**config.mk**
```make
export PLATFORM = sky130hd
export DESIGN_NAME = irq_arbiter_8_flat
export DESIGN_NICKNAME = d
export VERILOG_FILES = /design/src/rtl/irq_arbiter_8_pkg.sv /design/src/rtl/irq_arbiter_8_if.sv /design/src/rtl/irq_arbiter_8_prio_enc.sv /design/src/rtl/irq_arbiter_8.sv /design/src/flat_wrapper.sv
export SDC_FILE = /design/constraint.sdc
export NUM_CORES = 1
export LEC_CHECK = 0
export BUFFER_PORTS_ARGS = -buffer_cell sky130_fd_sc_hd__buf_4
export CORE_MARGIN = 5
export CORE_UTILIZATION = 30
export CTS_CLUSTER_DIAMETER = 40
export DETAILED_ROUTE_END_ITERATION = 8
export GPL_TIMING_DRIVEN = 0
export HOLD_SLACK_MARGIN = 0.02
export PLACE_DENSITY = 0.56
export SYNTH_ARGS = -nofsm -noshare
export SYNTH_HDL_FRONTEND = slang
export SYNTH_SLANG_ARGS = --single-unit
```
**constraint.sdc**
```tcl
create_clock -name clk -period 4.1 [get_ports clk]
set_clock_uncertainty 0.05 [all_clocks]
set_input_delay 0.41 -clock clk [delete_from_list [all_inputs] [get_ports clk]]
set_output_delay 0.41 -clock clk [all_outputs]
set_load 0.01 [all_outputs]
```
**src/rtl/irq_arbiter_8_pkg.sv**
```systemverilog
// Shared constants, FSM state type and vector-address helper for the
// 8-source interrupt arbiter.
package irq_pkg;

    localparam int NUM_SRC = 8;
    localparam int ID_W    = 3;

    localparam logic [31:0] DEF_VECTOR_BASE   = 32'h0000_1000;
    localparam logic [31:0] DEF_VECTOR_STRIDE = 32'h0000_0010;

    // OFFER means an interrupt is being presented to the redirect logic.
    // The in-service phase lives in the In_Service bitmap, not in the FSM.
    typedef enum logic [0:0] {
        IDLE  = 1'b0,
        OFFER = 1'b1
    } arb_state_t;

    // Handler address for a source index; wraps silently at 32 bits.
    function automatic logic [31:0] vector_addr(
        input logic [31:0]     base,
        input logic [31:0]     stride,
        input logic [ID_W-1:0] id
    );
        return base + ({{(32-ID_W){1'b0}}, id} * stride);
    endfunction

endpackage

```
**src/rtl/irq_arbiter_8_if.sv**
```systemverilog
// Handshake/bus bundle between the interrupt arbiter and the CPU side.
interface irq_arbiter_8_if;
    import irq_pkg::*;

    logic [NUM_SRC-1:0] irq_req;
    logic [NUM_SRC-1:0] irq_mask;
    logic               int_enable;
    logic               irq_ack;
    logic               eret;
    logic               irq_valid;
    logic [ID_W-1:0]    irq_id;
    logic [31:0]        irq_vector;
    logic [NUM_SRC-1:0] pending;
    logic [NUM_SRC-1:0] in_service;
    logic               no_pending;

    // CPU / device side: drives requests and the handshake.
    modport master (
        output irq_req, irq_mask, int_enable, irq_ack, eret,
        input  irq_valid, irq_id, irq_vector, pending, in_service, no_pending
    );

    // Arbiter side.
    modport slave (
        input  irq_req, irq_mask, int_enable, irq_ack, eret,
        output irq_valid, irq_id, irq_vector, pending, in_service, no_pending
    );

endinterface

```
**src/rtl/irq_arbiter_8_prio_enc.sv**
```systemverilog
// 8-bit highest-set-bit encoder: found = any bit set, idx = highest set index.
module irq_prio_enc_8
    import irq_pkg::*;
(
    input  logic [NUM_SRC-1:0] vec,
    output logic               found,
    output logic [ID_W-1:0]    idx
);

    // Fixed priority, bit 7 highest.
    always_comb begin
        found = |vec;
        casez (vec)
            8'b1???_????: idx = 3'd7;
            8'b01??_????: idx = 3'd6;
            8'b001?_????: idx = 3'd5;
            8'b0001_????: idx = 3'd4;
            8'b0000_1???: idx = 3'd3;
            8'b0000_01??: idx = 3'd2;
            8'b0000_001?: idx = 3'd1;
            8'b0000_0001: idx = 3'd0;
            default:      idx = 3'd0;
        endcase
    end

endmodule

```
**src/rtl/irq_arbiter_8.sv**
```systemverilog
// 8-source interrupt arbiter/sequencer: latches requests, picks the highest
// eligible source, offers it with a valid/ack handshake and tracks nesting.
module irq_arbiter_8
    import irq_pkg::*;
#(
    parameter logic [NUM_SRC-1:0] EDGE_MASK     = 8'hFF,
    parameter logic [31:0]        VECTOR_BASE   = DEF_VECTOR_BASE,
    parameter logic [31:0]        VECTOR_STRIDE = DEF_VECTOR_STRIDE
)
(
    input  logic          clk,
    input  logic          rst_n,
    irq_arbiter_8_if.slave bus
);

    arb_state_t         state_r;
    logic               valid_r;
    logic [ID_W-1:0]    id_r;
    logic [NUM_SRC-1:0] hist_r;
    logic [NUM_SRC-1:0] pending_r;
    logic [NUM_SRC-1:0] in_service_r;
    logic               no_pending_r;

    logic [NUM_SRC-1:0] set_s;
    logic [NUM_SRC-1:0] cand_s;
    logic               win_found_s;
    logic [ID_W-1:0]    win_idx_s;
    logic               is_found_s;
    logic [ID_W-1:0]    is_idx_s;
    logic               eligible_s;
    logic               ack_take_s;
    logic               withdraw_s;
    logic [NUM_SRC-1:0] ack_onehot_s;
    logic [NUM_SRC-1:0] eret_onehot_s;
    logic [NUM_SRC-1:0] pending_nxt_s;
    logic [NUM_SRC-1:0] in_service_nxt_s;

    assign cand_s = pending_r & bus.irq_mask;

    irq_prio_enc_8 u_win_enc (
        .vec   (cand_s),
        .found (win_found_s),
        .idx   (win_idx_s)
    );

    irq_prio_enc_8 u_is_enc (
        .vec   (in_service_r),
        .found (is_found_s),
        .idx   (is_idx_s)
    );

    // Request capture, arbitration qualifiers and next-state of the bitmaps.
    // Ack clears first and new set requests are OR'd in after, so a fresh
    // edge/level on the acked source keeps it pending.
    always_comb begin
        set_s         = (EDGE_MASK & bus.irq_req & ~hist_r) | (~EDGE_MASK & bus.irq_req);
        eligible_s    = bus.int_enable & win_found_s & (~is_found_s | (win_idx_s > is_idx_s));
        ack_take_s    = (state_r == OFFER) & bus.irq_ack;
        withdraw_s    = (state_r == OFFER) & ~bus.irq_ack &
                        (~bus.int_enable | ~bus.irq_mask[id_r]);
        if (ack_take_s) begin
            ack_onehot_s = 8'd1 << id_r;
        end else begin
            ack_onehot_s = 8'd0;
        end
        if (bus.eret && is_found_s) begin
            eret_onehot_s = 8'd1 << is_idx_s;
        end else begin
            eret_onehot_s = 8'd0;
        end
        pending_nxt_s    = (pending_r & ~ack_onehot_s) | set_s;
        in_service_nxt_s = (in_service_r & ~eret_onehot_s) | ack_onehot_s;
    end

    // Offer/handshake FSM with registered valid and id.
    always_ff @(posedge clk or negedge rst_n) begin
        if (!rst_n) begin
            state_r <= IDLE;
            valid_r <= 1'b0;
            id_r    <= 3'd0;
        end else begin
            case (state_r)
                IDLE: begin
                    if (eligible_s) begin
                        state_r <= OFFER;
                        valid_r <= 1'b1;
                        id_r    <= win_idx_s;
                    end else begin
                        state_r <= IDLE;
                        valid_r <= 1'b0;
                    end
                end
                OFFER: begin
                    if (ack_take_s || withdraw_s) begin
                        state_r <= IDLE;
                        valid_r <= 1'b0;
                    end else begin
                        state_r <= OFFER;
                        valid_r <= 1'b1;
                    end
                end
                default: begin
                    state_r <= IDLE;
                    valid_r <= 1'b0;
                end
            endcase
        end
    end

    // Pending/in-service bitmaps, edge history and the registered idle flag.
    always_ff @(posedge clk or negedge rst_n) begin
        if (!rst_n) begin
            hist_r       <= 8'd0;
            pending_r    <= 8'd0;
            in_service_r <= 8'd0;
            no_pending_r <= 1'b1;
        end else begin
            hist_r       <= bus.irq_req;
            pending_r    <= pending_nxt_s;
            in_service_r <= in_service_nxt_s;
            no_pending_r <= ~|(pending_nxt_s & bus.irq_mask);
        end
    end

    assign bus.irq_valid  = valid_r;
    assign bus.irq_id     = id_r;
    assign bus.irq_vector = vector_addr(VECTOR_BASE, VECTOR_STRIDE, id_r);
    assign bus.pending    = pending_r;
    assign bus.in_service = in_service_r;
    assign bus.no_pending = no_pending_r;

endmodule
```
**src/flat_wrapper.sv**
```systemverilog
// flat-port wrapper written by rule: the top's interface ports become plain ports
module irq_arbiter_8_flat import irq_pkg::*;
#(
    parameter logic [NUM_SRC-1:0] EDGE_MASK     = 8'hFF,
    parameter logic [31:0]        VECTOR_BASE   = DEF_VECTOR_BASE,
    parameter logic [31:0]        VECTOR_STRIDE = DEF_VECTOR_STRIDE
)
  (clk, rst_n, bus_irq_req, bus_irq_mask, bus_int_enable, bus_irq_ack, bus_eret, bus_irq_valid, bus_irq_id, bus_irq_vector, bus_pending, bus_in_service, bus_no_pending);
  irq_arbiter_8_if bus_i ();
  input  logic clk;
  input  logic rst_n;
  input wire logic [$bits(bus_i.irq_req)-1:0] bus_irq_req;
  input wire logic [$bits(bus_i.irq_mask)-1:0] bus_irq_mask;
  input wire logic [$bits(bus_i.int_enable)-1:0] bus_int_enable;
  input wire logic [$bits(bus_i.irq_ack)-1:0] bus_irq_ack;
  input wire logic [$bits(bus_i.eret)-1:0] bus_eret;
  output wire logic [$bits(bus_i.irq_valid)-1:0] bus_irq_valid;
  output wire logic [$bits(bus_i.irq_id)-1:0] bus_irq_id;
  output wire logic [$bits(bus_i.irq_vector)-1:0] bus_irq_vector;
  output wire logic [$bits(bus_i.pending)-1:0] bus_pending;
  output wire logic [$bits(bus_i.in_service)-1:0] bus_in_service;
  output wire logic [$bits(bus_i.no_pending)-1:0] bus_no_pending;
  assign bus_i.irq_req = bus_irq_req;
  assign bus_i.irq_mask = bus_irq_mask;
  assign bus_i.int_enable = bus_int_enable;
  assign bus_i.irq_ack = bus_irq_ack;
  assign bus_i.eret = bus_eret;
  assign bus_irq_valid = bus_i.irq_valid;
  assign bus_irq_id = bus_i.irq_id;
  assign bus_irq_vector = bus_i.irq_vector;
  assign bus_pending = bus_i.pending;
  assign bus_in_service = bus_i.in_service;
  assign bus_no_pending = bus_i.no_pending;
  irq_arbiter_8 #(.EDGE_MASK(EDGE_MASK), .VECTOR_BASE(VECTOR_BASE), .VECTOR_STRIDE(VECTOR_STRIDE)) u_core (.clk(clk), .rst_n(rst_n), .bus(bus_i));
endmodule
```
==> results.txt, run 1 <==
CTS root buf: clkbuf_8
# Post-CTS Setup Buffers: 0
Final Setup Violations: 0
fin crit period: 2.25 ns
DRC: 0
full die area: 7600 um2
CTS Buf Count: 5
initial antenna violation count: 0
CP dominant cell by count: o21ai_2
H-tree lvl count: 2
Synth Cell Area: 1790 um2
Hold WC Path Type: input pin to register
deepest clock path buffer count: 2
count of buffer and inverter cells on the critical path: 0
Leak Pwr: 1.24 nW
Yosys reg bits: 29
Sw Share: 40.1%
1st-pass router iterations: 4
GRT Total Usage: 12.3%
Core Box Area: 5850 um2
CP startpoint kind: register
Register Area: 727 um2
switching power: 0.582 mW
vias in the first global route: 1417
Reg2Reg Launch Point: u_core.bus.pending[4]
R2R depth: 8
number of cell rows: 28
gr ovfl total: 0
PortBufs: 44
fmax: 444 MHz
DR WL/cell: 13.0 um
Setup CP Type: register to register
Layout Cells excl Fill: 344
Via-to-Cell Ratio: 4.40
Starting Density: 30.6%
crit share post-route: 54.9%
post-synthesis sequential area ratio: 40.7%
Area after DPL: 2310 um2
power share of the sequential group: 32.4%
fin area: 2410 um2
Antenna Nets Post-Route: 0
Syn Inst Count: 189
syn avg cell area: 9.46 um2
# nets final: 292
worst vdd ir: 0.272 mV
internal power: 0.868 mW
maxcap violations: 0
flop2flop setup slack: 1.85 ns
clock power share: 16.9%
CTS tree: done
area of the multi-input gates: 850 um2
dpl hpwl: 3.60 mm
first-pass GRT wire length: 7.09 mm
Total Power: 1.45 mW
crit path DAT: 2.37 ns
Fin Setup TNS: 0 ns
RePlAce Congestion: 0.782
1st-iter DRT viols: 86
antenna cells: 0
CP Max Fanout: 5
status: complete, no violations
Warnings, synthesis: 0
ys async rst share: 100%
reg-to-reg endpoint: u_core.bus.irq_id[1]
Final Max Tran Viols: 0
layout cells sized above 1: 36.4%
pin count of the biggest net entering global routing: 30
Worst Setup SP: u_core.bus.pending[4]
clock slew at reported path FFs: 0.06 ns
die height: 87.2 um
unrepaired setup endpoints after global routing: no
Required @ worst endpoint: 4.22 ns
worst stage delay on the critical path: 0.43 ns
via count: 1513
io pins: 74
crit path capture: u_core.bus.irq_id[1]
synth unique cells: 45
Post-synth EDFFs: 0
Worst-Skew Late Latency: 0.28 ns
overall routed net length: 4.49 mm
Top FF cell, synth: dfrtp_1
Worst setup EP type: register
fillcell total: 600
Fin. Hold Viols: 0
Die X-Extent: 87.2 um
Top delay family on crit path: compound AO/OA/AOI/OAI gates
Worst path slowest cell: dfrtp_1
Power Density: 601 nW/um2
area delta synth->final: 35.0%
crit-path cells: a22oi_1 -> nand3_1 -> ha_1 -> nand2_1 -> o21a_1 -> o21ai_2 -> o21ai_2 -> a22o_1
CP Depth: 8
Gate power share: 50.8%
Sinks on Clock Net: 29
Placed Cells: 335
## layout by cell type, fill, tap and decap left out, types with 3 or more instances in the layout
cell type	instances
a21oi_1	7
a22o_1	6
buf_4	77
clkbuf_8	6
conb_1	29
dfrtp_1	28
ha_1	3
inv_1	9
nand2_1	29
nand3_1	7
nand3b_1	7
nor2_1	4
nor3_1	3
o21ai_1	9
## registers in the layout, summed over array words and instances, names as in the netlist
register               cells
u_core.bus.irq_id          3
u_core.bus.no_pending      1
u_core.state_r             1
u_core.bus.pending         8
u_core.hist_r              8
u_core.bus.in_service      8
## cells by family after synthesis
kind of cell | after synthesis | synth area share (%)
AOI/OAI and AO/OA | 42 | 16.4
muxes | 3 | 3.50
buffers and inverters | 46 | 17.5
and+or+nand+nor | 64 | 19.4
adders and majority gates | 3 | 2.10
other | 2 | 0.420
DFF | 29 | 40.7
## cell type report
cell class	count	area share, %
tap	75	3.89
sequential	29	30.1
timing repair buffer	45	14.1
inverter	10	1.56
clock buffer	8	3.73
multi-input combinational	141	35.2
buffer	36	11.4
## worst min-delay path by stage
stage / cells past startpoint / from / end
2_1_floorplan: 0 / rst_n / u_core.bus.in_service[0]
3_3_place_gp: 1 / rst_n / u_core.bus.in_service[7]
3_5_place_dp: 1 / rst_n / u_core.bus.in_service[2]
4_1_cts: 1 / bus_irq_req[1] / u_core.hist_r[1]
5_1_grt: 1 / bus_irq_req[1] / u_core.hist_r[1]
6_report: 1 / bus_irq_req[6] / u_core.hist_r[6]
## cell usage after synthesis (2+ instances only)
| cell type | n | share of area (%) |
|---|---|---|
| o31ai_1 | 2 | 0.84 |
| o21ai_1 | 9 | 2.5 |
| nor2_1 | 4 | 0.84 |
| a21oi_2 | 2 | 0.98 |
| o21ai_0 | 2 | 0.56 |
| o21ai_2 | 2 | 0.98 |
| nand2_1 | 29 | 6.1 |
| buf_6 | 2 | 1.3 |
| dfrtp_1 | 28 | 39 |
| nand3_1 | 7 | 2.0 |
| mux4_1 | 2 | 2.9 |
| a22o_1 | 6 | 2.9 |
| inv_1 | 9 | 1.9 |
| a21oi_1 | 7 | 2.0 |
| o211ai_1 | 2 | 0.84 |
| nand4_1 | 2 | 0.70 |
| nor2b_1 | 2 | 0.70 |
| nor3_1 | 3 | 0.84 |
| conb_1 | 2 | 0.42 |
| ha_1 | 3 | 2.1 |
| buf_4 | 33 | 14 |
| a21o_1 | 2 | 0.84 |
| nand3b_1 | 7 | 2.9 |
## power by group through the flow
stage          Sequential, mW  Combinational (mW)  Clock, mW
5_1_grt                 0.490               0.818      0.265
2_1_floorplan           0.482               0.454          0
6_report                0.469               0.736      0.245
4_1_cts                 0.472               0.739      0.254
3_5_place_dp            0.476               0.737          0
3_3_place_gp            0.474               0.723          0
## worst register-to-register path: cells and delay by family (launching register included)
kind / cells / cell delay [ns]
compound gates: 5 / 1.03
simple gates: 2 / 0.27
flops: 1 / 0.43
fa+ha+maj: 1 / 0.36
## per-layer routing
layer  up-vias  part of all wire (%)  global-route usage (%)  routed length [um]
li1        758                     -                       -                   -
met1       683                    43                    16.5                1950
met2        64                    45                    18.1                2030
met3         8                   9.5                    3.78                 428
met4         0                   1.8                    5.44                  80
met5         -                     0                       0                   0
## per-stage QoR
step | setup WS, ns | utilization [%] | hold slack [ns]
detailed placement | 1.73 | 39.5 | 0.306
global route | 1.65 | 41.3 | 0.170
CTS | 1.86 | 41.3 | 0.170
floorplan | 2.06 | - | 0.0644
global placement | 1.75 | 39.5 | 0.308
finish | 1.85 | 41.3 | 0.185
## repair_timing
action | 4_1_cts | 5_1_grt
hold buffers | 1 | 0
endpoints found under the hold margin | 28 | 0
resized for setup | 0 | 0
Note: power is estimated with default switching activity, not from simulation.
==> run 2: changes to the inputs <==
ABC_AREA = 1   (was not set)
clock period = 2.2 ns   (was 4.1 ns; I/O delays follow)
==> run 2 against run 1 <==
Worst hold slack better by 0.0026 ns; worst setup slack worse by 1.7 ns; non-clock buffer count up 7; fmax up 9.3%; final cell count up 15%; sequential power up 80%; clock power up 98%; critical path type unchanged.
==> results.txt, run 2 <==
Register Area: 727 um2 (unchanged)
Worst-Skew Late Latency: 0.28 ns (about the same)
area delta synth->final: 44.0%
CTS tree: done
Warnings, synthesis: 0 (unchanged)
Yosys reg bits: 29 (unchanged)
fin crit period: 2.06 ns (-0.192 ns)
Syn Inst Count: 234 (+24%)
fmax: 485 MHz (+9.3%)
die height: 86.3 um (-1.0%)
Starting Density: 31.4% (+0.80 points)
CP startpoint kind: register
Setup CP Type: register to register
number of cell rows: 27 (-3.6%)
CP Max Fanout: 4 (-1)
1st-pass router iterations: 4 (unchanged)
Core Box Area: 5570 um2 (-4.7%)
commonest non-fill, non-tap cell in the layout: buf_4
Top FF cell, synth: dfrtp_1
Layout Cells excl Fill: 397 (+15%)
Die X-Extent: 86.3 um (-1.0%)
Worst setup EP type: register
dpl hpwl: 3.44 mm (-4.3%)
GRT Total Usage: 11.6% (-0.67 points)
antenna cells: 0 (unchanged)
overall routed net length: 4.27 mm (-4.8%)
layout cells sized above 1: 33.5% (-2.9 points)
crit path DAT: 2.19 ns (-0.18 ns)
Fin. Hold Viols: 0 (unchanged)
Placed Cells: 377 (+13%)
Via-to-Cell Ratio: 4.05 (-7.9%)
deepest clock path buffer count: 2 (unchanged)
Sinks on Clock Net: 29 (unchanged)
Fin Setup TNS: 0 ns (unchanged)
via count: 1609 (+6.3%)
io pins: 74 (unchanged)
Synth Cell Area: 1750 um2 (-2.2%)
vias in the first global route: 1531 (+8.0%)
Antenna Nets Post-Route: 0 (unchanged)
post-synthesis sequential area ratio: 41.6% (+0.93 points)
CTS root buf: clkbuf_8
clock slew at reported path FFs: 0.06 ns (about the same)
first-pass GRT wire length: 6.76 mm (-4.6%)
worst vdd ir: 0.429 mV (+58%)
Hold WC Path Type: input pin to register
Power Density: 1070 nW/um2 (+79%)
syn avg cell area: 7.47 um2 (-21%)
area of the multi-input gates: 810 um2 (-4.7%)
Required @ worst endpoint: 2.33 ns (-1.89 ns)
top-count cell post-synth: nand2_1
maxcap violations: 0 (unchanged)
Final Setup Violations: 0 (unchanged)
synth unique cells: 23 (-49%)
Synth top area share: 40.1% (+0.90 points)
synth top area cells: dfrtp_1, nand2_1, buf_4, inv_1, nand3_1
Leak Pwr: 1.44 nW (+16%)
most frequent cells in the layout: buf_4, nand2_1, conb_1, dfrtp_1, inv_1
crit share post-route: 93.6% (+39 points)
RePlAce Congestion: 0.813 (+3.9%)
leading area contributor after synthesis: dfrtp_1
Synth top cells by count: nand2_1, buf_4, dfrtp_1
DRC: 0 (unchanged)
initial antenna violation count: 0 (unchanged)
1st-iter DRT viols: 43 (-50%)
gr ovfl total: 0 (unchanged)
fillcell total: 589 (-1.8%)
CTS Buf Count: 5 (unchanged)
H-tree lvl count: 2 (unchanged)
DR WL/cell: 10.8 um (-18%)
# nets final: 348 (+19%)
status: complete, no violations
PortBufs: 44 (unchanged)
pin count of the biggest net entering global routing: 30 (unchanged)
full die area: 7450 um2 (-2.0%)
ys async rst share: 100% (unchanged)
Final Max Tran Viols: 0 (unchanged)
Post-synth EDFFs: 0 (unchanged)
run 2: changes by cell type after synthesis, sizes merged, moves of 4 or more:
cell    before  now
inv         10   28
o21ai       13    7
nand3        7   14
buf         36   32
nor2         5   16
nand2       29   87
a21oi        9    3
a22o         6    0
nand3b       7    1
run 2: through the flow:
step	utilization, %	total power [mW]	worst slack, ns	cell area, um2	hold WS, ns
6_report	45.1	2.70	0.140	2520	0.187
5_1_grt	45.1	2.95	-0.0309	2520	0.225
4_1_cts	44.3	2.62	0.0132	2470	0.184
3_5_place_dp	40.7	2.10	-0.0146	2270	0.122
3_3_place_gp	40.7	2.07	0.0385	2270	0.119
2_1_floorplan	-	1.62	0.238	1850	-0.126
run 2: final timing paths:
path	from	endpoint	slack, ns	cells past startpoint
setup reg to reg	u_core.bus.in_service[7]	u_core.bus.irq_id[2]	0.14	14
hold reg to reg	u_core.hist_r[1]	u_core.bus.pending[1]	0.45	3
hold / removal	bus_irq_ack	u_core.state_r	0.19	4
min in group asynchronous	rst_n	u_core.hist_r[7]	0.34	2
max in group asynchronous	rst_n	u_core.bus.no_pending	1.43	2
setup / recovery	u_core.bus.in_service[7]	u_core.bus.irq_id[2]	0.14	14
run 2: report_power, final:
group          internal, mW  leakage [nW]  total [mW]  switching, mW
clock                 0.282        0.0542       0.486          0.204
sequential            0.668         0.330       0.844          0.176
combinational         0.619          1.06        1.37          0.753
run 2: cells by family after synthesis:
| family | Yosys count | synth area share (%) |
|---|---|---|
| AND/OR/NAND/NOR | 125 | 31.1 |
| buffers and inverters | 60 | 19.8 |
| flip-flops | 29 | 41.6 |
| AO/OA/AOI/OAI | 15 | 4.94 |
| adder cells (fa/ha/maj) | 3 | 2.15 |
| other | 2 | 0.430 |
run 2: layer usage:
layer | vias to the layer above | track usage [%] | part of all wire, %
met5 | - | 0 | 0
met3 | 9 | 3.80 | 9.2
met4 | 0 | 6.09 | 2.4
met2 | 46 | 18.2 | 47
li1 | 842 | - | -
met1 | 712 | 14.1 | 41
run 2: worst max-delay path, cell delays in order, from the launching register on:
cell     delay (ns)
dfrtp_1        0.40
inv_2          0.09
nand2_2        0.09
nor3_4         0.24
nand3_2        0.09
nand2_1        0.07
nor2_1         0.05
ha_1           0.29
nand2_1        0.07
o21ai_2        0.12
nand2_1        0.07
nand2_2        0.11
nand3_4        0.10
nand2_1        0.07
nand2_1        0.05
run 2: final cells by class:
type	instances	area share [%]
clock buffer	7	3.83
sequential	29	28.9
clock inverter	1	0.199
multi-input combinational	172	32.2
inverter	28	4.18
timing repair buffer	56	17.6
tap	72	3.58
buffer	32	9.55
run 2: repair_timing:
item,in CTS,in global routing
hold endpoints to repair,36,0
pin swaps,0,4
cloned,0,0
hold buffers,9,0
setup endpoints to repair,3,4
resized for setup,1,8
buffers inserted,0,3
==> run 3: changes to the inputs <==
--- a/config.mk
+++ b/config.mk
@@ -15,4 +15,6 @@
 export HOLD_SLACK_MARGIN = 0.02
 export PLACE_DENSITY = 0.56
+export RECOVER_POWER = 25
+export SLEW_MARGIN = 30
 export SYNTH_ARGS = -nofsm -noshare
 export SYNTH_HDL_FRONTEND = slang
--- a/constraint.sdc
+++ b/constraint.sdc
@@ -3,3 +3,3 @@
 set_input_delay 0.22 -clock clk [delete_from_list [all_inputs] [get_ports clk]]
 set_output_delay 0.22 -clock clk [all_outputs]
-set_load 0.01 [all_outputs]
+set_load 0.05 [all_outputs]
==> run 3 against run 2 <==
Worst hold slack worse by 0.0040 ns; via count down 0.37%; utilization up 0.54 points.
==> results.txt, run 3 (synthesis gave the netlist of run 2 again) <==
internal power: 1.62 mW (+3.1%)
Via-to-Cell Ratio: 4.01 (-1.1%)
commonest non-fill, non-tap cell in the layout: nand2_1
Leak Pwr: 1.45 nW (+0.72%)
Hold WC Path Type: input pin to register
fillcell total: 593 (+0.68%)
Setup CP Type: register to register
RePlAce Congestion: 0.793 (-2.4%)
clock slew at reported path FFs: 0.06 ns (about the same)
1st-pass router iterations: 4 (unchanged)
switching power: 1.68 mW (+48%)
crit path DAT: 2.18 ns (about the same)
Slew @ Worst Pin: 0.721 ns
deepest clock path buffer count: 2 (unchanged)
Sinks on Clock Net: 29 (unchanged)
dpl hpwl: 3.41 mm (-0.83%)
power share of the sequential group: 25.7% (-5.5 points)
clock power share: 14.7% (-3.3 points)
fin crit period: 2.05 ns (-0.00507 ns)
Power Density: 1300 nW/um2 (+21%)
worst stage delay on the critical path: 0.40 ns (about the same)
CP Max Fanout: 4 (unchanged)
Total Power: 3.30 mW (+22%)
overall routed net length: 4.13 mm (-3.3%)
crit share post-route: 93.4% (-0.23 points)
Die X-Extent: 86.3 um (unchanged)
H-tree lvl count: 2 (unchanged)
CP dominant cell by count: nand2_1
CTS Buf Count: 5 (unchanged)
crit-path cells: inv_2 -> nand2_4 -> nor3_4 -> nand3_2 -> nand2_1 -> nor2_1 -> ha_1 -> nand2_1 -> o21ai_1 -> nand2_1 -> nand2_2 -> nand3_4 -> nand2_1 -> nand2_1
Antenna Nets Post-Route: 0 (unchanged)
Fin. Hold Viols: 0 (unchanged)
DR WL/cell: 10.3 um (-4.0%)
1st-iter DRT viols: 38 (-12%)
antenna cells: 0 (unchanged)
vias in the first global route: 1514 (-1.1%)
Worst path slowest cell: dfrtp_2
Required @ worst endpoint: 2.32 ns (about the same)
Final Setup Violations: 0 (unchanged)
relative slew slack: 51.9%
flop2flop setup slack: 0.15 ns (about the same)
Core Box Area: 5570 um2 (unchanged)
final setup margin: 0.145 ns (+0.00507 ns)
DRC: 0 (unchanged)
PortBufs: 44 (unchanged)
area delta synth->final: 45.7%
initial antenna violation count: 0 (unchanged)
Fin Hold WS: 0.183 ns (-0.00400 ns)
status: complete, no violations
# nets final: 351 (+0.86%)
via count: 1603 (-0.37%)
worst vdd ir: 0.463 mV (+8.0%)
Sw Share: 51.0% (+9.1 points)
io pins: 74 (unchanged)
gr ovfl total: 0 (unchanged)
full die area: 7450 um2 (unchanged)
CP startpoint kind: register
GRT Total Usage: 11.4% (-0.20 points)
maxcap violations: 0 (unchanged)
Final Max Tran Viols: 0 (unchanged)
most frequent cells in the layout: nand2_1, buf_4, conb_1, dfrtp_1, inv_1
fmax: 487 MHz (+0.25%)
Worst setup EP type: register
CTS tree: done
CTS root buf: clkbuf_8
first-pass GRT wire length: 6.73 mm (-0.52%)
setup slack after placement: 0.0111 ns (+0.0257 ns)
Gate power share: 59.6% (+8.8 points)
Worst-Skew Late Latency: 0.28 ns (about the same)
number of cell rows: 27 (unchanged)
Starting Density: 31.4% (unchanged)
pin count of the biggest net entering global routing: 30 (unchanged)
die height: 86.3 um (unchanged)
layout cells sized above 1: 35.1% (+1.5 points)
run 3: changes by cell type in the layout (fill, tap and decap cells not counted), sizes merged:
cell    before  now
buf         79   73
clkbuf       7   16
run 3: final timing paths:
kind / start / to / depth (start not counted)
max in group asynchronous: rst_n / u_core.bus.in_service[6] / 2
min in group asynchronous: rst_n / u_core.hist_r[5] / 2
worst min-delay path: bus_irq_ack / u_core.state_r / 4
worst min register to register: u_core.hist_r[4] / u_core.bus.pending[4] / 3
worst max register to register: u_core.bus.in_service[7] / u_core.bus.irq_id[1] / 14
worst max-delay path: u_core.bus.in_service[7] / u_core.bus.irq_id[1] / 14
run 3: worst max-delay path: cells and delay by family, from the launching register on:
family	cells	cell delay, ns
simple gates	11	0.98
flops	1	0.40
fa+ha+maj	1	0.29
compound gates	1	0.13
buf+inv	1	0.10
run 3: metrics by stage:
step | instance area [um2] | std cells | util [%] | setup TNS [ns]
after global routing | 2550 | 400 | 45.7 | -0.0528
final | 2550 | 400 | 45.7 | 0
after global placement | 2270 | 377 | 40.8 | 0
after floorplan | 1850 | 261 | - | 0
after CTS | 2470 | 394 | 44.3 | 0
after detailed placement | 2270 | 377 | 40.8 | 0
run 3: what timing repair did:
item | 4_1_cts | 5_1_grt
setup buffers | 0 | 6
pin swaps | 0 | 5
endpoints found under the setup margin | 3 | 4
gates resized for setup | 1 | 10
hold buffers | 9 | 0
hold endpoints to repair | 36 | 0
run 3: power by group through the flow:
stage | Clock, mW | Sequential [mW] | Combinational [mW]
after floorplan | 0 | 1.25 | 0.919
after global placement | 0 | 0.849 | 1.79
after detailed placement | 0 | 0.852 | 1.81
after CTS | 0.501 | 0.846 | 1.84
after global routing | 0.523 | 0.878 | 2.15
final | 0.485 | 0.847 | 1.97
run 3: cell type report:
| type | instances | area (um2) | area share, % |
|---|---|---|---|
| Buffer | 32 | 240 | 9.43 |
| Clock buffer | 7 | 96.3 | 3.78 |
| Clock inverter | 1 | 5.00 | 0.197 |
| Inverter | 28 | 105 | 4.13 |
| Multi-Input combinational cell | 172 | 817 | 32.1 |
| Sequential cell | 29 | 729 | 28.6 |
| Tap cell | 72 | 90.1 | 3.54 |
| Timing Repair Buffer | 59 | 463 | 18.2 |
run 3: routing by layer:
metal / wire length [um] / GRT usage [%] / vias to the layer above
met5: 0 / 0 / -
li1: - / - / 857
met4: 62 / 3.82 / 0
met1: 1730 / 13.8 / 696
met2: 1990 / 19.0 / 44
met3: 345 / 3.71 / 6
